File: config.mk
export PLATFORM = sky130hd
export DESIGN_NAME = ex_mem_reg
export DESIGN_NICKNAME = d
export VERILOG_FILES = /design/src/rtl/ex_mem_reg.sv
export SDC_FILE = /design/constraint.sdc
export NUM_CORES = 1
export LEC_CHECK = 0
export BUFFER_PORTS_ARGS = -buffer_cell sky130_fd_sc_hd__buf_2
export CORE_AREA = 3 3 159 161
export CTS_BUF_LIST = sky130_fd_sc_hd__clkbuf_16
export DETAILED_ROUTE_END_ITERATION = 8
export DIE_AREA = 0 0 162 164
export GPL_ROUTABILITY_DRIVEN = 0
export MAX_ROUTING_LAYER = met4
export SLEW_MARGIN = 40
export SYNTH_ARGS = -nofsm -noshare
export SYNTH_HDL_FRONTEND = slang
export SYNTH_SLANG_ARGS = --single-unit
File: constraint.sdc
create_clock -name clk -period 2.1 [get_ports clk]
set_input_delay 0.42 -clock clk [delete_from_list [all_inputs] [get_ports clk]]
set_output_delay 0.42 -clock clk [all_outputs]
set_load 0.01 [all_outputs]
File: src/rtl/ex_mem_reg.sv
// EX/MEM pipeline register: carries the EX result into MEM and parks the
// intermediate product and cycle counter of a multi-cycle EX operation.
module ex_mem_reg (
  input  logic        clk,
  input  logic        rst,
  input  logic [5:0]  stall,
  input  logic [4:0]  ex_waddr,
  input  logic        ex_reg_we,
  input  logic [31:0] ex_alu_res,
  input  logic        ex_hi_we,
  input  logic        ex_lo_we,
  input  logic [31:0] ex_hi,
  input  logic [31:0] ex_lo,
  input  logic [31:0] ex_inst,
  input  logic [63:0] hilo_i,
  input  logic [1:0]  cnt_i,
  output logic [4:0]  mem_waddr,
  output logic        mem_reg_we,
  output logic [31:0] mem_alu_res,
  output logic        mem_hi_we,
  output logic        mem_lo_we,
  output logic [31:0] mem_hi,
  output logic [31:0] mem_lo,
  output logic [31:0] mem_inst,
  output logic [63:0] hilo_o,
  output logic [1:0]  cnt_o
);

  logic [4:0]  r_waddr;
  logic        r_reg_we;
  logic [31:0] r_alu_res;
  logic        r_hi_we;
  logic        r_lo_we;
  logic [31:0] r_hi;
  logic [31:0] r_lo;
  logic [31:0] r_inst;
  logic [63:0] r_hilo;
  logic [1:0]  r_cnt;

  logic w_hold;
  logic w_bubble;
  logic w_unused_stall;

  // MEM stalled wins regardless of the EX bit; only EX stalled injects a bubble.
  assign w_hold         = stall[4];
  assign w_bubble       = stall[3] & ~stall[4];
  assign w_unused_stall = ^{stall[5], stall[2:0]};

  always_ff @(posedge clk) begin
    if (rst) begin
      r_waddr   <= 5'd0;
      r_reg_we  <= 1'b0;
      r_alu_res <= 32'd0;
      r_hi_we   <= 1'b0;
      r_lo_we   <= 1'b0;
      r_hi      <= 32'd0;
      r_lo      <= 32'd0;
      r_inst    <= 32'd0;
      r_hilo    <= 64'd0;
      r_cnt     <= 2'd0;
    end else if (w_hold) begin
      r_waddr   <= r_waddr;
      r_reg_we  <= r_reg_we;
      r_alu_res <= r_alu_res;
      r_hi_we   <= r_hi_we;
      r_lo_we   <= r_lo_we;
      r_hi      <= r_hi;
      r_lo      <= r_lo;
      r_inst    <= r_inst;
      r_hilo    <= r_hilo;
      r_cnt     <= r_cnt;
    end else if (w_bubble) begin
      // The bubble carries no writes; EX's partial product is parked for resume.
      r_waddr   <= 5'd0;
      r_reg_we  <= 1'b0;
      r_alu_res <= 32'd0;
      r_hi_we   <= 1'b0;
      r_lo_we   <= 1'b0;
      r_hi      <= 32'd0;
      r_lo      <= 32'd0;
      r_inst    <= 32'd0;
      r_hilo    <= hilo_i;
      r_cnt     <= cnt_i;
    end else begin
      r_waddr   <= ex_waddr;
      r_reg_we  <= ex_reg_we;
      r_alu_res <= ex_alu_res;
      r_hi_we   <= ex_hi_we;
      r_lo_we   <= ex_lo_we;
      r_hi      <= ex_hi;
      r_lo      <= ex_lo;
      r_inst    <= ex_inst;
      r_hilo    <= 64'd0;
      r_cnt     <= 2'd0;
    end
  end

  assign mem_waddr   = r_waddr;
  assign mem_reg_we  = r_reg_we;
  assign mem_alu_res = r_alu_res;
  assign mem_hi_we   = r_hi_we;
  assign mem_lo_we   = r_lo_we;
  assign mem_hi      = r_hi;
  assign mem_lo      = r_lo;
  assign mem_inst    = r_inst;
  assign hilo_o      = r_hilo;
  assign cnt_o       = r_cnt;

endmodule

==> results.toml, run 1 <==
[place]
hpwl_um = 16630
dp_slack_ns = 0.6205
place_inst = 1557
dpl-instance-area_sq_um = 10310
port_buffers = 407

[global_routing]
gr-total-overflow = 0
grt_use_total_pct = 17.33
grt_max_degree = 142
grt_pass1_wl_um = 36920
grt_pass1_vias = 6992
antenna_found_initial = 4

[logic_synthesis]
synth_edf_count = 0
synth_common_cells = "dfxtp_1, nand2_1, nand2b_1, o22ai_1"
ys_warn_count = 0
syn_nets = 1108
synth.area.top_cells = "dfxtp_1, nand2b_1, nand2_1"
syn_area_sq_um = 8015
ys_seq_area_share_pct = 50.45
ys.flop_type = "dfxtp_1"
yosysTopAreaCell = "dfxtp_1"
synth-async-reset-ratio_pct = 0
netlist.area_leader.share_pct = 50.45
ys_seq_elements = 202
synth_area_per_cell_sq_um = 8.926
netlist_instances = 898
synth_cell_types = 13

[floorplan]
die_y_um = 164
core-area_sq_um = 24110
rows = 57
die_w_um = 162
start_util_pct = 33.25
ioPinCount = 412
die_area_sq_um = 26570

[finish]
final_area_sq_um = 10980
nNetsFinal = 1468
drive_above_1_share_pct = 38.77
layout.cells.non_filler = 1597
nFillCells = 2418
syn_to_final_growth_pct = 37.00

[run]
cap_violations = 0

[routing]
drtAntennaViolNets = 0
vias = 7424
drt_iter0_drc = 573
drc_errors = 0
first_pass_iters = 4
avgViaCountPerCell = 4.649
finalWirelength_um = 24230
post_drt_wl_per_cell_um = 15.17

[clock_network]
cts.sinks = 202
cts_hold_buffers = 0
clkTransAtPathRegs_ns = 0.06
root_buffer = "clkbuf_16"
cts-buffers-inserted = 23
cts_resized = 0
clk_latency_ns = 0.50
cts_buffer_depth = 3
post-cts-setup-buffers = 0
htree_levels = 1
cts_tree = "yes"

[setup_path]
path_cells = "buf_2"
cp_data_arrival_time_ns = 1.02
slowest_delay_ns = 0.33
crit_path_end_kind = "output pin"
crit_slowest_cell = "dfxtp_1"
crit_required_ns = 1.68
crit_type = "reg2out"
critPathLaunchType = "flop"
crit_family = "flip-flops"
crit_buf_inv = 1
cp_max_fo = 2

[timing]
hold_slack_ns = 0.1708
relSlewSlack_pct = 52.95
fin_crit_sh_pct = 68.49
setup_violations = 0
hold_viol = 0
fin_skew_ns = 0
grt_setup_unrepaired = "false"
slew_viol_final = 0
setup_slack_ns = 0.6618
min_period_ns = 1.438
worst_pin_slew_ns = 0.7057
max_clock_freq_ghz = 0.6953
fin_setup_tns_ns = 0

[power_and_ir_drop]
p_per_area_nw_per_um2 = 793.5
combinationalPowerShare_pct = 11.9
cellLeakagePower_nw = 4.850
switching_share_pct = 24.83
seqPwrFrac_pct = 46.5
ir_worst_vdd_mv = 0.4862
internal_power_mw = 6.550
p_switching_mw = 2.163
power_frac_clock_pct = 41.6

[min_path]
worstHoldPathType = "in2reg"

[outcome]
status = "finished clean"
## per-stage QoR
step	util [%]	power, mW
after global placement	42.78	5.174
after CTS	45.51	8.845
after detailed placement	42.78	5.181
final	45.55	8.713
after global routing	45.55	9.141
after floorplan	-	4.711
## final cells by class
type	instances	area, sq um	share of cell area (%)
Tap cell	324	405.4	3.692
Clock inverter	13	82.58	0.7521
Sequential cell	202	4044	36.83
Antenna cell	4	10.01	0.09116
Clock buffer	23	575.6	5.242
Multi-Input combinational cell	607	3545	32.28
Timing Repair Buffer	424	2318	21.11
## cell families after synthesis
logic type / count (synthesis) / synth area share [%]
AOI/OAI and AO/OA: 202 / 17.86
DFF: 202 / 50.45
and+or+nand+nor: 405 / 26.33
buffers and inverters: 89 / 5.354
## final timing paths
check,from,endpoint,slack [ns],depth (start not counted)
max,mem_alu_res[20],mem_alu_res[20],0.66,1
min,ex_alu_res[22],mem_alu_res[22],0.17,3
max reg2reg,mem_lo[24],mem_lo[24],1.44,2
min reg2reg,hilo_o[29],hilo_o[29],0.46,2
## flip-flops by register name, summed over array words and instances, names as in the netlist, 2 cells and up
name	count
cnt_o	2
hilo_o	64
mem_alu_res	32
mem_hi	32
mem_inst	32
mem_lo	32
mem_waddr	5
## cell usage in the layout (no fill, tap or decap)
master	count
a21oi_1	66
bufinv_16	1
clkinv_1	3
buf_12	11
inv_1	6
buf_6	1
nand2_1	202
clkinv_4	1
diode_2	4
buf_8	1
clkinv_2	2
buf_4	6
dfxtp_1	202
or2_4	1
o22ai_1	96
nand3b_1	66
nand2b_1	136
o22ai_2	40
clkbuf_16	23
buf_2	405
## metal layers
layer	global-route usage, %	wire length (um)	share of wire (%)	up-vias
met1	22.09	10690	44	3332
met4	4.498	443	1.8	0
met2	26.98	10890	45	289
met5	-	0	0	-
li1	-	-	-	3770
met3	5.271	2208	9.1	33
## power groups by stage
stage	registers (mW)	clock network (mW)	logic (mW)
6_report	4.05	3.62	1.04
4_1_cts	4.05	3.74	1.05
3_3_place_gp	4.13	0	1.04
2_1_floorplan	4.21	0	0.500
5_1_grt	4.07	3.93	1.14
3_5_place_dp	4.14	0	1.04
(Power assumes the default switching activity.)
==> inputs of run 2 (changes only) <==
==> constraint.sdc (replaced) <==
create_clock -name clk -period 1.47 [get_ports clk]
set_input_delay 0.294 -clock clk [delete_from_list [all_inputs] [get_ports clk]]
set_output_delay 0.294 -clock clk [all_outputs]
set_load 0.01 [all_outputs]
==> results.toml, run 2 (synthesis gave the netlist of run 1 again) <==
[finish]
final_area_sq_um = 11250
fin_util_pct = 46.66
syn_to_final_growth_pct = 40.32
layout_common_cells = "buf_2, nand2_1, dfxtp_1"
nFillCells = 2435
largest_reg_flops = 64
final_common_cell = "buf_2"
layout.cells.non_filler = 1612
nNetsFinal = 1479
drive_above_1_share_pct = 39.88

[clock_network]
cts_resized = 0
clkTransAtPathRegs_ns = 0.06
htree_levels = 1
cts_buffer_depth = 3
cts-buffers-inserted = 23
cts.sinks = 202
clk_latency_ns = 0.50
cts_tree = "yes"
post-cts-setup-buffers = 0
cts_hold_buffers = 0
root_buffer = "clkbuf_16"

[floorplan]
die_area_sq_um = 26570
ioPinCount = 412
start_util_pct = 33.25
rows = 57
core-area_sq_um = 24110
die_w_um = 162
die_y_um = 164

[setup_path]
cp_max_fo = 2
crit_family = "flip-flops"
crit_type = "reg2out"
crit_path_end_kind = "output pin"
crit_slowest_cell = "dfxtp_1"
slowest_delay_ns = 0.33
critPathLaunchType = "flop"
path_cells = "buf_2"
cp_data_arrival_time_ns = 1.01
crit_required_ns = 1.18
crit_buf_inv = 1

[timing]
hold_viol = 0
fin_setup_tns_ns = 0
max_clock_freq_ghz = 0.7662
worst_pin_slew_ns = 0.3254
grt_setup_unrepaired = "false"
fin_skew_ns = 0
slew_viol_final = 0
fin_crit_sh_pct = 88.79
min_period_ns = 1.305
setup_violations = 0
relSlewSlack_pct = 78.30

[run]
cap_violations = 0

[power_and_ir_drop]
ir_worst_vdd_mv = 0.6986
totalPowerFinal_mw = 13.16
cellLeakagePower_nw = 4.962
p_per_area_nw_per_um2 = 1170

[min_path]
worstHoldPathType = "in2reg"

[routing]
avgViaCountPerCell = 4.632
vias = 7467
drc_errors = 0
finalWirelength_um = 24410
first_pass_iters = 7
post_drt_wl_per_cell_um = 15.14
drtAntennaViolNets = 0
drt_iter0_drc = 443

[global_routing]
grt_pass1_vias = 7006
gr-total-overflow = 0
grt_max_degree = 63
antenna_found_initial = 4
grt_pass1_wl_um = 37360
grt_use_total_pct = 17.56

[outcome]
status = "finished clean"

[place]
port_buffers = 407
hpwl_um = 17360
place_inst = 1568
dpl-instance-area_sq_um = 10470
[run 2: cell types whose count changed in the layout (fill, tap and decap cells not counted), moves of 3 or more]
cell	delta
inv_1	-4
clkinvlp_4	+3
clkinv_2	+3
buf_4	+5
bufinv_16	+3
buf_12	+6
[run 2: worst paths after layout]
kind | start | cells after the start | slack (ns) | endpoint
worst min-delay path | ex_inst[19] | 3 | 0.05 | mem_inst[19]
worst max-delay path | mem_alu_res[21] | 1 | 0.16 | mem_alu_res[21]
worst max register to register | mem_lo[16] | 2 | 0.83 | mem_lo[16]
worst min register to register | hilo_o[55] | 2 | 0.46 | hilo_o[55]
[run 2: power breakdown]
group | internal [mW] | switching [mW]
registers | 5.69 | 0.102
logic | 0.731 | 0.799
clock network | 3.55 | 2.29
[run 2: layout make-up]
cell class | instances | area (sq um) | area share, %
diodes | 4 | 10.01 | 0.08900
clock buffers | 23 | 575.6 | 5.117
clock inverters | 17 | 191.4 | 1.702
multi-input cells | 607 | 3545 | 31.52
flip-flops and latches | 202 | 4044 | 35.96
well taps | 324 | 405.4 | 3.604
repair buffers | 435 | 2476 | 22.02
[run 2: per-layer routing]
| metal | track usage (%) | share of wire (%) |
|---|---|---|
| met4 | 5.079 | 2.5 |
| met3 | 4.994 | 8.5 |
| met2 | 27.67 | 46 |
| met1 | 22.12 | 43 |
| met5 | - | 0 |
[run 2: through the flow]
| step | worst slack (ns) | hold WS (ns) |
|---|---|---|
| 5_1_grt | 0.1004 | 0.04413 |
| 2_1_floorplan | 0.2906 | 0.4462 |
| 3_5_place_dp | 0.1786 | 0.4478 |
| 6_report | 0.1648 | 0.05048 |
| 4_1_cts | 0.1228 | 0.02607 |
| 3_3_place_gp | 0.1822 | 0.4441 |
==> inputs of run 3 (changes only) <==
--- a/config.mk
+++ b/config.mk
@@ -5,14 +5,16 @@
 export SDC_FILE = /design/constraint.sdc
 export NUM_CORES = 1
 export LEC_CHECK = 0
+export ABC_AREA = 1
 export BUFFER_PORTS_ARGS = -buffer_cell sky130_fd_sc_hd__buf_2
-export CORE_AREA = 3 3 159 161
+export CORE_AREA = 3 3 158 160
 export CTS_BUF_LIST = sky130_fd_sc_hd__clkbuf_16
 export DETAILED_ROUTE_END_ITERATION = 8
-export DIE_AREA = 0 0 162 164
+export DIE_AREA = 0 0 161 163
 export GPL_ROUTABILITY_DRIVEN = 0
 export MAX_ROUTING_LAYER = met4
 export SLEW_MARGIN = 40
 export SYNTH_ARGS = -nofsm -noshare
 export SYNTH_HDL_FRONTEND = slang
 export SYNTH_SLANG_ARGS = --single-unit
+export TNS_END_PERCENT = 5
==> results.toml, run 3 <==
[outcome]
status = "finished clean"

[timing]
hold_viol = 0
max_clock_freq_ghz = 0.7577
hold_slack_ns = 0.02166
min_period_ns = 1.320
grt_setup_unrepaired = "false"
worst_pin_slew_ns = 0.3182
fin_setup_tns_ns = 0
fin_skew_ns = 0
relSlewSlack_pct = 78.78
slew_viol_final = 0
fin_crit_sh_pct = 89.78
setup_violations = 0

[global_routing]
grt_pass1_vias = 7306
grt_pass1_wl_um = 38250
grt_max_degree = 77
gr-total-overflow = 0
grt_use_total_pct = 18.05
antenna_found_initial = 0

[routing]
avgViaCountPerCell = 4.727
post_drt_wl_per_cell_um = 15.29
finalWirelength_um = 25220
drc_errors = 0
met1_length_um = 10380
drtAntennaViolNets = 0
drt_iter0_drc = 668
wl_met2_um = 12170
first_pass_iters = 5
wl_met3_um = 1920
vias = 7794
highest_layer = "met4"

[setup_path]
path_cells = "buf_2"
critPathLaunchType = "flop"
crit_buf_inv = 1
crit_path_end_kind = "output pin"
cp_data_arrival_time_ns = 1.03
cp_max_fo = 2
crit_type = "reg2out"
crit_family = "flip-flops"
slowest_delay_ns = 0.32
crit_slowest_cell = "dfxtp_1"
crit_required_ns = 1.18

[finish]
nNetsFinal = 1525
drive_above_1_share_pct = 35.26
antenna_cells = 0
final_common_cell = "buf_2"
largest_reg_flops = 64
nFillCells = 2355
syn_to_final_growth_pct = 49.34
layout_common_cells = "buf_2, a21oi_1, dfxtp_1"

[floorplan]
ioPinCount = 412
core-area_sq_um = 23540
rows = 56
die_y_um = 163
die_area_sq_um = 26240
die_w_um = 161
start_util_pct = 30.82

[logic_synthesis]
synth_edf_count = 0
synth_cell_types = 12
synth_common_cells = "a21oi_1, dfxtp_1, nor2_1, o21ai_0"
ys_seq_area_share_pct = 55.73
ys_seq_elements = 202
synth-async-reset-ratio_pct = 0
synth.area.top_cells = "dfxtp_1, a21oi_1, o21ai_0"
yosysTopAreaCell = "dfxtp_1"
netlist.area_leader.share_pct = 55.73
syn_area_sq_um = 7256
syn_nets = 1108
ys_warn_count = 0
synth_area_per_cell_sq_um = 8.080
netlist_instances = 898
ys.flop_type = "dfxtp_1"

[clock_network]
cts_buffer_depth = 3
post-cts-setup-buffers = 0
htree_levels = 1
clk_latency_ns = 0.51
cts.sinks = 202
root_buffer = "clkbuf_16"
cts-buffers-inserted = 24
clkTransAtPathRegs_ns = 0.06
cts_tree = "yes"

[min_path]
worstHoldPathType = "in2reg"

[power_and_ir_drop]
cellLeakagePower_nw = 5.075
p_per_area_nw_per_um2 = 1197
ir_worst_vdd_mv = 0.7914

[run]
cap_violations = 0

[place]
port_buffers = 407
hpwl_um = 17070
[run 3: changes by cell type after synthesis, moves of 96 or more]
| cell | change |
|---|---|
| a21oi_1 | +136 |
| nand2_1 | -136 |
| nand2b_1 | -136 |
| nor2_1 | +136 |
| o21ai_0 | +129 |
| o22ai_1 | -96 |
[run 3: metrics by stage]
step / instances / instance area (sq um) / utilization, % / worst slack [ns] / total power, mW
6_report: 1649 / 10840 / 46.02 / 0.1503 / 12.97
3_5_place_dp: 1565 / 9706 / 41.23 / 0.2655 / 7.693
2_1_floorplan: 898 / 7256 / - / 0.4301 / 6.851
5_1_grt: 1649 / 10840 / 46.02 / 0.1005 / 13.57
4_1_cts: 1648 / 10830 / 45.98 / 0.1135 / 13.15
3_3_place_gp: 1565 / 9706 / 41.23 / 0.2810 / 7.680
[run 3: report_power, final]
part	switching, mW	leakage, nW	internal, mW
combinational	0.963	3.05	0.796
clock	2.26	0.363	3.05
sequential	0.129	1.66	5.78
total	3.35	5.08	9.62
[run 3: worst min-delay path, cell delays in order]
cell and delay, ns:
buf_2 0.07, a21oi_1 0.05, nor2_1 0.08
[run 3: cells by family after synthesis]
kind of cell / count (synthesis) / share of synthesized area [%]
AO/OA/AOI/OAI: 338 / 23.31
buffers and inverters: 90 / 5.949
flip-flops: 202 / 55.73
AND/OR/NAND/NOR: 268 / 15.00
[run 3: repair_timing]
action                                 CTS  global route
resized for setup                        0             0
hold buffers                            42             1
endpoints found under the hold margin   42             1
[run 3: routing by layer]
metal / global-route usage, % / vias to the layer above
li1: - / 3876
met1: 21.78 / 3543
met2: 30.21 / 323
met3: 4.171 / 52
met4: 5.475 / 0
met5: - / -
[run 3: worst paths after layout]
kind                                   start           end  slack, ns  cells after the start
worst max-delay path              hilo_o[12]    hilo_o[12]       0.15                      1
worst min-delay path             ex_inst[22]  mem_inst[22]       0.02                      3
worst max register to register  mem_inst[23]  mem_inst[23]       0.81                      2
worst min register to register    hilo_o[51]    hilo_o[51]       0.46                      2
[run 3: cell type report]
type	instances	area [sq um]	share of cell area, %
timing repair buffer	478	2897	26.73
multi-input combinational	606	2780	25.66
clock buffer	25	625.6	5.774
sequential	202	4044	37.32
tap	319	399.1	3.684
inverter	3	16.27	0.1501
clock inverter	16	73.82	0.6813
